===== src/rtl/i2c_pkg.sv =====
// Shared I2C command-arbiter types: command/response encodings and arbiter states.
package i2c_pkg;

    localparam int CMD_W = 3;
    localparam int RSP_W = 2;

    typedef enum logic [CMD_W-1:0] {
        I2C_START    = 3'd0,
        I2C_STOP     = 3'd1,
        I2C_WRITE    = 3'd2,
        I2C_READ_ACK = 3'd3,
        I2C_READ_NAK = 3'd4
    } i2c_cmd_t;

    typedef enum logic [RSP_W-1:0] {
        I2C_DONE     = 2'd0,
        I2C_NAK      = 2'd1,
        I2C_ARB_LOST = 2'd2,
        I2C_ERR      = 2'd3
    } i2c_rsp_t;

    typedef enum logic [1:0] {
        ARB_IDLE     = 2'd0,
        ARB_ISSUE    = 2'd1,
        ARB_WAIT_RSP = 2'd2,
        ARB_LOCKED   = 2'd3
    } i2c_arb_state_t;

    localparam logic [CMD_W-1:0] CMD_LAST_LEGAL = I2C_READ_NAK;

    function automatic logic cmd_is_legal(input logic [CMD_W-1:0] cmd);
        return cmd <= CMD_LAST_LEGAL;
    endfunction

endpackage


===== src/rtl/i2c_rr_picker.sv =====
// Combinational round-robin picker: first asserted request scanning upward from ptr+1.
module i2c_rr_picker #(
    parameter  int NUM_REQ = 4,
    localparam int IW      = $clog2(NUM_REQ)
) (
    input  logic [NUM_REQ-1:0] req,
    input  logic [IW-1:0]      ptr,
    output logic               grant_valid,
    output logic [IW-1:0]      grant_idx
);

    always_comb begin
        grant_valid = 1'b0;
        grant_idx   = '0;
        for (int k = 1; k <= NUM_REQ; k++) begin
            if (!grant_valid && req[(int'(ptr) + k) % NUM_REQ]) begin
                grant_valid = 1'b1;
                grant_idx   = IW'((int'(ptr) + k) % NUM_REQ);
            end
        end
    end

endmodule


===== src/rtl/i2c_cmd_arbiter.sv =====
// Round-robin arbiter sharing one byte-level I2C master command port between requesters.
// Optional idle-owner watchdog is built when I2C_CMD_ARB_WATCHDOG_EN is defined.
module i2c_cmd_arbiter
    import i2c_pkg::*;
#(
    parameter int NUM_REQ        = 4,
    parameter int DATA_WIDTH     = 8,
    parameter int TIMEOUT_CYCLES = 4096
) (
    input  logic                          clk,
    input  logic                          rst_n,
    input  logic [NUM_REQ-1:0]            req_valid,
    input  logic [NUM_REQ*CMD_W-1:0]      req_cmd,
    input  logic [NUM_REQ*DATA_WIDTH-1:0] req_data,
    output logic [NUM_REQ-1:0]            req_ready,
    output logic [NUM_REQ-1:0]            rsp_valid,
    output logic [RSP_W-1:0]              rsp_status,
    output logic [DATA_WIDTH-1:0]         rsp_data,
    output logic                          m_cmd_valid,
    output logic [CMD_W-1:0]              m_cmd,
    output logic [DATA_WIDTH-1:0]         m_data,
    input  logic                          m_cmd_ready,
    input  logic                          m_rsp_valid,
    input  logic [RSP_W-1:0]              m_rsp_status,
    input  logic [DATA_WIDTH-1:0]         m_rsp_data,
    output logic                          busy,
    output logic [$clog2(NUM_REQ)-1:0]    owner,
    output logic                          timeout_err
);

    localparam int IW = $clog2(NUM_REQ);
    localparam logic [NUM_REQ-1:0] ONE = NUM_REQ'(1);

    i2c_arb_state_t   state;
    logic [IW-1:0]    last_owner;
    logic             sel_valid;
    logic [IW-1:0]    sel_idx;
    logic             accept;
    logic [IW-1:0]    acc_idx;
    logic [CMD_W-1:0] acc_cmd;
    logic [DATA_WIDTH-1:0] acc_data;

`ifdef I2C_CMD_ARB_WATCHDOG_EN
    localparam int WDW = $clog2(TIMEOUT_CYCLES + 1);
    localparam logic [WDW-1:0] WD_LIMIT = WDW'(TIMEOUT_CYCLES - 1);
    logic [WDW-1:0] wd_count;
    logic           wd_stop;
`endif

    i2c_rr_picker #(.NUM_REQ(NUM_REQ)) u_picker (
        .req         (req_valid),
        .ptr         (last_owner),
        .grant_valid (sel_valid),
        .grant_idx   (sel_idx)
    );

    // The accept pulse is combinational so capture and req_ready share a cycle; it is held off in reset.
    always_comb begin
        accept  = 1'b0;
        acc_idx = sel_idx;
        if (rst_n) begin
            case (state)
                ARB_IDLE:   accept = sel_valid;
                ARB_LOCKED: begin
                    accept  = req_valid[owner];
                    acc_idx = owner;
                end
                default:    accept = 1'b0;
            endcase
        end
    end

    assign acc_cmd   = req_cmd[int'(acc_idx)*CMD_W +: CMD_W];
    assign acc_data  = req_data[int'(acc_idx)*DATA_WIDTH +: DATA_WIDTH];
    assign req_ready = accept ? (ONE << acc_idx) : '0;

    always_ff @(posedge clk or negedge rst_n) begin
        if (!rst_n) begin
            state       <= ARB_IDLE;
            last_owner  <= IW'(NUM_REQ - 1);
            owner       <= '0;
            busy        <= 1'b0;
            rsp_valid   <= '0;
            rsp_status  <= '0;
            rsp_data    <= '0;
            m_cmd_valid <= 1'b0;
            m_cmd       <= '0;
            m_data      <= '0;
`ifdef I2C_CMD_ARB_WATCHDOG_EN
            wd_count    <= '0;
            wd_stop     <= 1'b0;
            timeout_err <= 1'b0;
`endif
        end else begin
            rsp_valid <= '0;
`ifdef I2C_CMD_ARB_WATCHDOG_EN
            timeout_err <= 1'b0;
`endif
            case (state)
                ARB_IDLE: begin
                    if (accept) begin
                        if (acc_cmd == I2C_START) begin
                            m_cmd       <= acc_cmd;
                            m_data      <= acc_data;
                            m_cmd_valid <= 1'b1;
                            owner       <= acc_idx;
                            busy        <= 1'b1;
                            state       <= ARB_ISSUE;
                        end else begin
                            rsp_valid  <= ONE << acc_idx;
                            rsp_status <= I2C_ERR;
                            rsp_data   <= '0;
                        end
                    end
                end

                ARB_LOCKED: begin
                    if (accept) begin
`ifdef I2C_CMD_ARB_WATCHDOG_EN
                        wd_count <= '0;
`endif
                        if (cmd_is_legal(acc_cmd)) begin
                            m_cmd       <= acc_cmd;
                            m_data      <= acc_data;
                            m_cmd_valid <= 1'b1;
                            state       <= ARB_ISSUE;
                        end else begin
                            rsp_valid  <= ONE << owner;
                            rsp_status <= I2C_ERR;
                            rsp_data   <= '0;
                        end
                    end
`ifdef I2C_CMD_ARB_WATCHDOG_EN
                    else if (wd_count == WD_LIMIT) begin
                        m_cmd       <= I2C_STOP;
                        m_data      <= '0;
                        m_cmd_valid <= 1'b1;
                        wd_stop     <= 1'b1;
                        wd_count    <= '0;
                        state       <= ARB_ISSUE;
                    end else begin
                        wd_count <= wd_count + 1'b1;
                    end
`endif
                end

                ARB_ISSUE: begin
                    if (m_cmd_ready) begin
                        m_cmd_valid <= 1'b0;
                        state       <= ARB_WAIT_RSP;
                    end
                end

                ARB_WAIT_RSP: begin
                    if (m_rsp_valid) begin
`ifdef I2C_CMD_ARB_WATCHDOG_EN
                        // A watchdog STOP is internal: its completion is reported only via timeout_err.
                        if (wd_stop) begin
                            wd_stop     <= 1'b0;
                            timeout_err <= 1'b1;
                            busy        <= 1'b0;
                            last_owner  <= owner;
                            state       <= ARB_IDLE;
                        end else
`endif
                        begin
                            rsp_valid  <= ONE << owner;
                            rsp_status <= m_rsp_status;
                            rsp_data   <= m_rsp_data;
                            if (m_cmd == I2C_STOP || m_rsp_status == I2C_ARB_LOST ||
                                m_rsp_status == I2C_ERR) begin
                                busy       <= 1'b0;
                                last_owner <= owner;
                                state      <= ARB_IDLE;
                            end else begin
                                state <= ARB_LOCKED;
                            end
                        end
                    end
                end

                default: state <= ARB_IDLE;
            endcase
        end
    end

`ifndef I2C_CMD_ARB_WATCHDOG_EN
    assign timeout_err = 1'b0;
`endif

endmodule

===== config.mk =====
export PLATFORM = sky130hd
export DESIGN_NAME = i2c_cmd_arbiter
export DESIGN_NICKNAME = d
export VERILOG_FILES = /design/src/rtl/i2c_pkg.sv /design/src/rtl/i2c_rr_picker.sv /design/src/rtl/i2c_cmd_arbiter.sv
export SDC_FILE = /design/constraint.sdc
export NUM_CORES = 1
export LEC_CHECK = 0
export ABC_AREA = 1
export BUFFER_PORTS_ARGS = -buffer_cell sky130_fd_sc_hd__buf_2
export CORE_ASPECT_RATIO = 1.75
export CORE_UTILIZATION = 25
export CTS_BUF_LIST = sky130_fd_sc_hd__clkbuf_8
export DETAILED_ROUTE_END_ITERATION = 10
export GPL_ROUTABILITY_DRIVEN = 0
export HOLD_SLACK_MARGIN = 0.15
export PLACE_DENSITY_LB_ADDON = 0.15
export SLEW_MARGIN = 30
export SYNTH_ARGS = -nofsm -noshare
export SYNTH_HDL_FRONTEND = slang
export SYNTH_SLANG_ARGS = --single-unit

===== constraint.sdc =====
create_clock -name clk -period 2.7 [get_ports clk]
set_clock_uncertainty 0.05 [all_clocks]
set_input_delay 0.27 -clock clk [delete_from_list [all_inputs] [get_ports clk]]
set_output_delay 0.27 -clock clk [all_outputs]
set_load 0.01 [all_outputs]

Word level (Yosys, flattened, before mapping)
Index checks and enable logic that the tools add are counted.
W data, S select, Z words.
{"block": "classes", "n_reduce_logical": 25, "order_cmp": 6, "bitwise_logic": 4, "n_shift": 4, "muxes": 72, "addsub": 4, "n_eq_ne": 15, "mul": 1}
{"op": "$mux W8", "count": 9}
{"op": "$mux W2", "count": 18}
{"op": "$shiftx A32 B6 Y8", "count": 1}
{"op": "$mux W4", "count": 6}
{"op": "$pmux W8 S3", "count": 1}
{"op": "$mux W1", "count": 21}
{"op": "$ne A2 B2 Y1 const B", "count": 9}
{"op": "$reduce_and A6 Y1", "count": 3}
{"op": "$lt A3 B4 Y1 const B", "count": 4}
{"op": "$pmux W8 S2", "count": 1}
{"op": "$mux W3", "count": 4}
{"op": "$pmux W4 S3", "count": 1}
{"op": "$shiftx A12 B5 Y3", "count": 1}
{"op": "$bmux W1 S2", "count": 5}
{"op": "$reduce_and A5 Y1", "count": 2}
{"op": "$eq A2 B2 Y1 const B", "count": 4}
{"op": "$pmux W2 S4", "count": 1}
{"op": "$reduce_or A2 Y1", "count": 4}
{"op": "$shl A1 B2 Y4 const A", "count": 2}
{"op": "$pmux W2 S3", "count": 1}
{"op": "$pmux W3 S2", "count": 1}
{"op": "$reduce_and A3 Y1", "count": 2}
{"op": "$reduce_bool A3 Y1", "count": 2}
{"op": "$add A2 B1 Y2 const B", "count": 2}
{"op": "other kinds (15)", "count": 26}
{"block": "totals", "out_inout_bits": 34, "elab_cells": 141, "input_bits": 62, "register_bits": 33}

Depth between registers and ports, before layout
{"block": "logic_depth", "word_depth": 24, "depth_mapped": 23, "mapped_depth_nobuf": 22}

Modules after synthesis
From an unflattened synthesis, not the netlist that was laid out.
{"block": "hier_totals", "hier_cells": 409, "area_unflattened_um2": 2705.1}
{"module": "i2c_cmd_arbiter", "n_inst": 1, "seq_area_each_um2": 828.3, "area_each_um2": 2414.8, "cells_each": 360}
{"module": "i2c_rr_picker", "n_inst": 1, "seq_area_each_um2": 0.0, "area_each_um2": 290.3, "cells_each": 49}

Worst setup path after synthesis
Ideal clock, no wire load.
{"block": "synth_path", "path_type": "register to register", "from": "register last_owner[0]", "to": "register m_cmd[0]", "path_stages_with_launch": 22, "n_path_buf": 2, "setup_ps": 120, "synth_period_minus_slack_ps": 2396, "required_ps": 2530, "arrival_ps": 2226, "setup_slack_ps": 304, "cell_sequence": "dfstp_2 > buf_6 > inv_6 > nand2_2 > nand2_2 > nand2_1 > nand2_2 > nand2_2 > nand2_1 > nand2_1 > nand2_2 > nor2_4 > nor2_8 > nand3_1 > nand2_1 > nor2_4 > nand3_2 > nand2_4 > nand3_4 > buf_6 > o21bai_2 > nand2_1"}
{"block": "synth_between", "elab_chain_cells": 21, "elab_cells_between_ends": 48, "cone_classes": "add/sub: 4; mul: 1; order compare: 1; eq/ne: 4; shift: 1; mux: 29; reduce/logical: 8"}
{"element": "start, declared", "line": "i2c_cmd_arbiter.sv:35", "rtl": "logic [IW-1:0] last_owner;"}
{"element": "start signal, assigned", "line": "i2c_cmd_arbiter.sv:80", "rtl": "last_owner <= IW'(NUM_REQ - 1);"}
{"element": "start signal, assigned", "line": "i2c_cmd_arbiter.sv:173", "rtl": "last_owner <= owner;"}
{"element": "$add A2 B1 Y2", "line": "i2c_rr_picker.sv:16, i2c_rr_picker.sv:18"}
{"element": "$bmux W1 S2", "line": "i2c_rr_picker.sv:16", "rtl": "if (!grant_valid && req[(int'(ptr) + k) % NUM_REQ]) begin"}
{"element": "$mux W1 (not written as such) (2 in series)", "line": "i2c_rr_picker.sv:16"}
{"element": "$mux W1", "line": "i2c_rr_picker.sv:16"}
{"element": "$logic_not A1 Y1", "line": "i2c_rr_picker.sv:16"}
{"element": "$logic_and A1 B1 Y1", "line": "i2c_rr_picker.sv:16"}
{"element": "$mux W1", "line": "i2c_rr_picker.sv:16"}
{"element": "$logic_not A1 Y1", "line": "i2c_rr_picker.sv:16"}
{"element": "(+4 left out)"}
{"element": "$mux W2", "line": "i2c_rr_picker.sv:16"}
{"element": "$mux W2", "line": "i2c_cmd_arbiter.sv:62", "rtl": "case (state)"}
{"element": "$mux W2", "line": "i2c_cmd_arbiter.sv:61", "rtl": "if (rst_n) begin"}
{"element": "$mul A2 B2 Y4", "line": "i2c_cmd_arbiter.sv:73", "rtl": "assign acc_cmd = req_cmd[int'(acc_idx)*CMD_W +: CMD_W];"}
{"element": "$shiftx A12 B5 Y3", "line": "i2c_cmd_arbiter.sv:73"}
{"element": "$le A3 B3 Y1 (tied with other cells)", "line": "i2c_pkg.sv:32", "rtl": "return cmd <= CMD_LAST_LEGAL;"}
{"element": "$ne A2 B2 Y1 (no source line) (tied with other cells)"}
{"element": "$reduce_and A5 Y1 (no source line) / $pmux W3 S2 (equally long branches)"}
{"element": "end signal, assigned", "line": "i2c_cmd_arbiter.sv:103", "rtl": "m_cmd <= acc_cmd;"}
{"element": "end signal, assigned", "line": "i2c_cmd_arbiter.sv:123", "rtl": "m_cmd <= acc_cmd;"}
{"element": "end, declared", "line": "i2c_cmd_arbiter.sv:20", "rtl": "output logic [CMD_W-1:0] m_cmd,"}
Parallel ways exist; a longest one is shown, timed or not. The select of a mux whose other input is x is not followed.
A chain may end at the register's enable or synchronous reset.

Final worst setup path
{"block": "layout_path", "from": "register last_owner[0]", "to": "register rsp_status[1]"}
{"block": "layout_between", "elab_chain_cells": 21, "elab_cells_between_ends": 43, "cone_classes": "add/sub: 4; mul: 1; order compare: 1; eq/ne: 4; shift: 1; mux: 24; reduce/logical: 8"}
{"element": "$add A2 B1 Y2", "line": "i2c_rr_picker.sv:16, i2c_rr_picker.sv:18"}
{"element": "$bmux W1 S2", "line": "i2c_rr_picker.sv:16"}
{"element": "$mux W1 (not written as such) (2 in series)", "line": "i2c_rr_picker.sv:16"}
{"element": "$mux W1", "line": "i2c_rr_picker.sv:16"}
{"element": "$logic_not A1 Y1", "line": "i2c_rr_picker.sv:16"}
{"element": "$logic_and A1 B1 Y1", "line": "i2c_rr_picker.sv:16"}
{"element": "$mux W1", "line": "i2c_rr_picker.sv:16"}
{"element": "$logic_not A1 Y1", "line": "i2c_rr_picker.sv:16"}
{"element": "(+4 left out)"}
{"element": "$mux W2", "line": "i2c_rr_picker.sv:16"}
{"element": "$mux W2", "line": "i2c_cmd_arbiter.sv:62"}
{"element": "$mux W2", "line": "i2c_cmd_arbiter.sv:61"}
{"element": "$mul A2 B2 Y4", "line": "i2c_cmd_arbiter.sv:73"}
{"element": "$shiftx A12 B5 Y3", "line": "i2c_cmd_arbiter.sv:73"}
{"element": "$le A3 B3 Y1 / $logic_not A3 Y1 (equally long branches)", "line": "i2c_pkg.sv:32, i2c_cmd_arbiter.sv:102"}
{"element": "$ne A2 B2 Y1 (no source line)"}
{"element": "$reduce_and A6 Y1 (no source line) *"}
{"element": "end signal, assigned", "line": "i2c_cmd_arbiter.sv:168", "rtl": "rsp_status <= m_rsp_status;"}
{"element": "end, declared", "line": "i2c_cmd_arbiter.sv:17", "rtl": "output logic [RSP_W-1:0] rsp_status,"}
Mark *: on every way between the ends. The rest lies on a longest branch, timed or not. The select of a mux whose other input is x is not followed.

==> results.py <==
metrics = {
    "worst_setup_path": {
        "timing.rr.start": "last_owner[0]",
        "reg2reg_to": "rsp_status[1]",
        "crit_type": "reg -> reg",
        "critPathCaptureType": "flip-flop",
        "r2r_cells": 18,
        "crit_fanout": 5,
        "cp.arrival_ps": 2860,
        "critPathLaunchType": "flip-flop",
        "reg2reg_slack_ps": -40,
        "crit_required_ps": 2820,
    },
    "run_status": {
        "status": "complete, but fails checks",
        "violations": "setup timing",
    },
    "synth": {
        "postSynthCellCount": 368,
        "postSynthAreaPerCell_um2": 6.99,
        "netlist_area_um2": 2570,
        "synth_nets": 435,
        "synthFlopType": "dfrtp_1",
        "synthTopCellsByArea": "dfrtp_1 30%, nand2_1 19%, nand3_1 7.4%",
        "synth_top_area_frac": 0.302,
        "synth.distinct_cells": 32,
        "synth_xor_area_frac": 0,
        "ys_ff_latch": 33,
        "synth_compound_area_frac": 0.111,
        "synth_mux_area_frac": 0,
        "synth_adder_area_share": 0.0243,
        "ys.warnings.count": 0,
        "synth_top_area_cell": "dfrtp_1",
        "post-synth-top-count-cell": "nand2_1",
        "synthSimpleGateAreaFrac": 0.437,
        "ys_seq_area_frac": 0.322,
        "synth_top_family_by_area": "simple AND/OR/NAND/NOR gates",
        "async_flop_share": 1.00,
        "synth_edf_count": 0,
        "synth_top_cells_by_count": "129 x nand2_1, 40 x inv_1, 38 x nand3_1, 31 x dfrtp_1, 21 x nand2_2",
    },
    "clock_tree": {
        "cts.clk_slew.worst_paths_ps": 70,
        "clockBufferDepth": 2,
        "clkSinkCount": 33,
        "tritoncts": "built",
        "cts_buffers": 5,
        "root_buffer": "clkbuf_8",
        "worstSkewPairLatency_ps": 280,
        "h-tree-depth": 2,
    },
    "worst_hold_path": {
        "worstHoldPathType": "in -> reg",
        "min_from": "m_rsp_data[1]",
        "whs_path_depth": 3,
        "worstHoldEndpoint": "rsp_data[1]",
    },
    "floorplanning": {
        "num_rows": 48,
        "coreArea_um2": 9910,
        "start_util": 0.260,
        "die_area_um2": 10700,
        "ioPinCount": 96,
        "die_h_um": 136,
        "dieWidth_um": 78.7,
    },
    "cells_and_area": {
        "fillCellCount": 1081,
        "num_antenna_cells": 0,
        "drive_gt1_frac": 0.461,
        "syn_to_final_growth_pct": 51.0,
        "nNetsFinal": 565,
        "final_cells": 624,
    },
    "placed_design": {
        "dp_cells": 599,
        "port_buffers": 94,
        "pre_cts_ws_ps": -81.7,
        "dpl.hpwl_um": 6560,
    },
    "sta": {
        "setup_viol": 21,
        "fmax_mhz": 366,
        "hold_violations": 0,
        "hold_ws_ps": 176,
        "rsz0062_at_grt": "true",
        "final_max_slew_viol_count": 0,
        "fin_crit_sh": 1.01,
        "min_period_ps": 2740,
        "setup_slack_ps": -35.9,
    },
    "routing": {
        "firstDrtPassIters": 4,
        "post_drt_wl_per_cell_um": 13.8,
        "ant_nets": 0,
        "drt-initial-drc-count": 131,
        "viasPerCell": 4.55,
        "drt-total-wl_um": 8600,
        "dr_total_vias": 2839,
        "remaining_drc_errors": 0,
    },
    "grt": {
        "grtUsageTotal": 0.155,
        "grt_max_degree": 34,
        "grt_pass1_wl_um": 12700,
        "antenna_found_initial": 0,
        "grt_pass1_vias": 2726,
        "overflow": 0,
    },
    "run": {
        "drv_cap": 0,
    },
}
registers in the layout, summed over array words and instances, names as in the netlist:
name / count
m_data: 8
rsp_data: 8
rsp_valid: 4
m_cmd: 3
last_owner: 2
owner: 2
rsp_status: 2
state: 2
busy: 1
m_cmd_valid: 1
metal layers:
layer  part of all wire  track usage  vias up
li1                   -            -     1432
met5                  0            0        -
met2               0.57        0.302       91
met1               0.36        0.160     1299
met3              0.044       0.0275       17
met4              0.033       0.0576        0
stage by stage:
| stage | instance area, um2 | util | setup TNS, ps |
|---|---|---|---|
| finish | 3880 | 0.392 | -391 |
| global route | 3880 | 0.392 | -5690 |
| CTS | 3420 | 0.346 | -892 |
| detailed placement | 3300 | 0.333 | -885 |
| global placement | 3300 | 0.333 | -315 |
| floorplan | 2570 | - | 0 |
what timing repair did:
item,CTS,global route
cloned,0,5
resized for setup,0,74
buffers inserted,2,9
endpoints found under the hold margin,31,0
setup endpoints to repair,29,35
hold buffers,1,0
pin swaps,0,14
how the worst max path moves through the flow:
| stage | slack [ps] | start | depth (start not counted) | to |
|---|---|---|---|---|
| CTS | -60 | last_owner[0] | 20 | m_data[5] |
| finish | -40 | last_owner[0] | 18 | rsp_status[1] |
| global route | -240 | last_owner[0] | 18 | rsp_status[0] |
| global placement | -40 | last_owner[0] | 21 | m_cmd[0] |
| floorplan | 300 | last_owner[0] | 21 | m_cmd[0] |
| detailed placement | -80 | last_owner[0] | 21 | m_data[0] |
kinds of logic after synthesis:
kind of cell	count (synthesis)
and+or+nand+nor	232
AOI/OAI and AO/OA	40
DFF	33
adders and majority gates	5
buffers and inverters	57
other	1
layout make-up:
class	instances	area, um2	area share
Sequential cell	33	828	0.213
Clock inverter	3	17.5	0.00451
Inverter	44	175	0.0451
Multi-Input combinational cell	280	1750	0.450
Tap cell	125	156	0.0403
Clock buffer	5	68.8	0.0177
Timing Repair Buffer	134	890	0.229
layout by cell type (no fill, tap or decap), types with 4 or more instances in the layout:
| cell type | n |
|---|---|
| nand3_4 | 6 |
| buf_4 | 25 |
| nor2_1 | 8 |
| clkbuf_8 | 5 |
| buf_6 | 9 |
| nand2_1 | 115 |
| nor2_4 | 10 |
| a21oi_1 | 6 |
| o21ai_1 | 12 |
| nand4_1 | 12 |
| nand3_2 | 8 |
| nand3_1 | 29 |
| o21ai_0 | 7 |
| ha_1 | 5 |
| nand2_2 | 22 |
| dfrtp_1 | 31 |
| inv_1 | 39 |
| nor2_2 | 4 |
| o21bai_2 | 10 |
| nand2_4 | 15 |
| buf_2 | 93 |
worst max-delay path: stages (launching register included):
cell	delay, ps
dfstp_2	570
buf_12	130
nand2_1	90
nand2_4	100
nand2_2	60
nand2_2	90
inv_2	60
nand3_4	90
buf_4	110
nand2_1	40
nand2_1	90
nand3_2	100
nand2_1	170
o21ai_1	190
nor3_2	240
nand3_4	170
clkbuf_16	190
nand2_1	50
o21ai_1	50
Power is not shown: default switching activity piles up to over one toggle a cycle in this logic, so the estimate is an artifact.
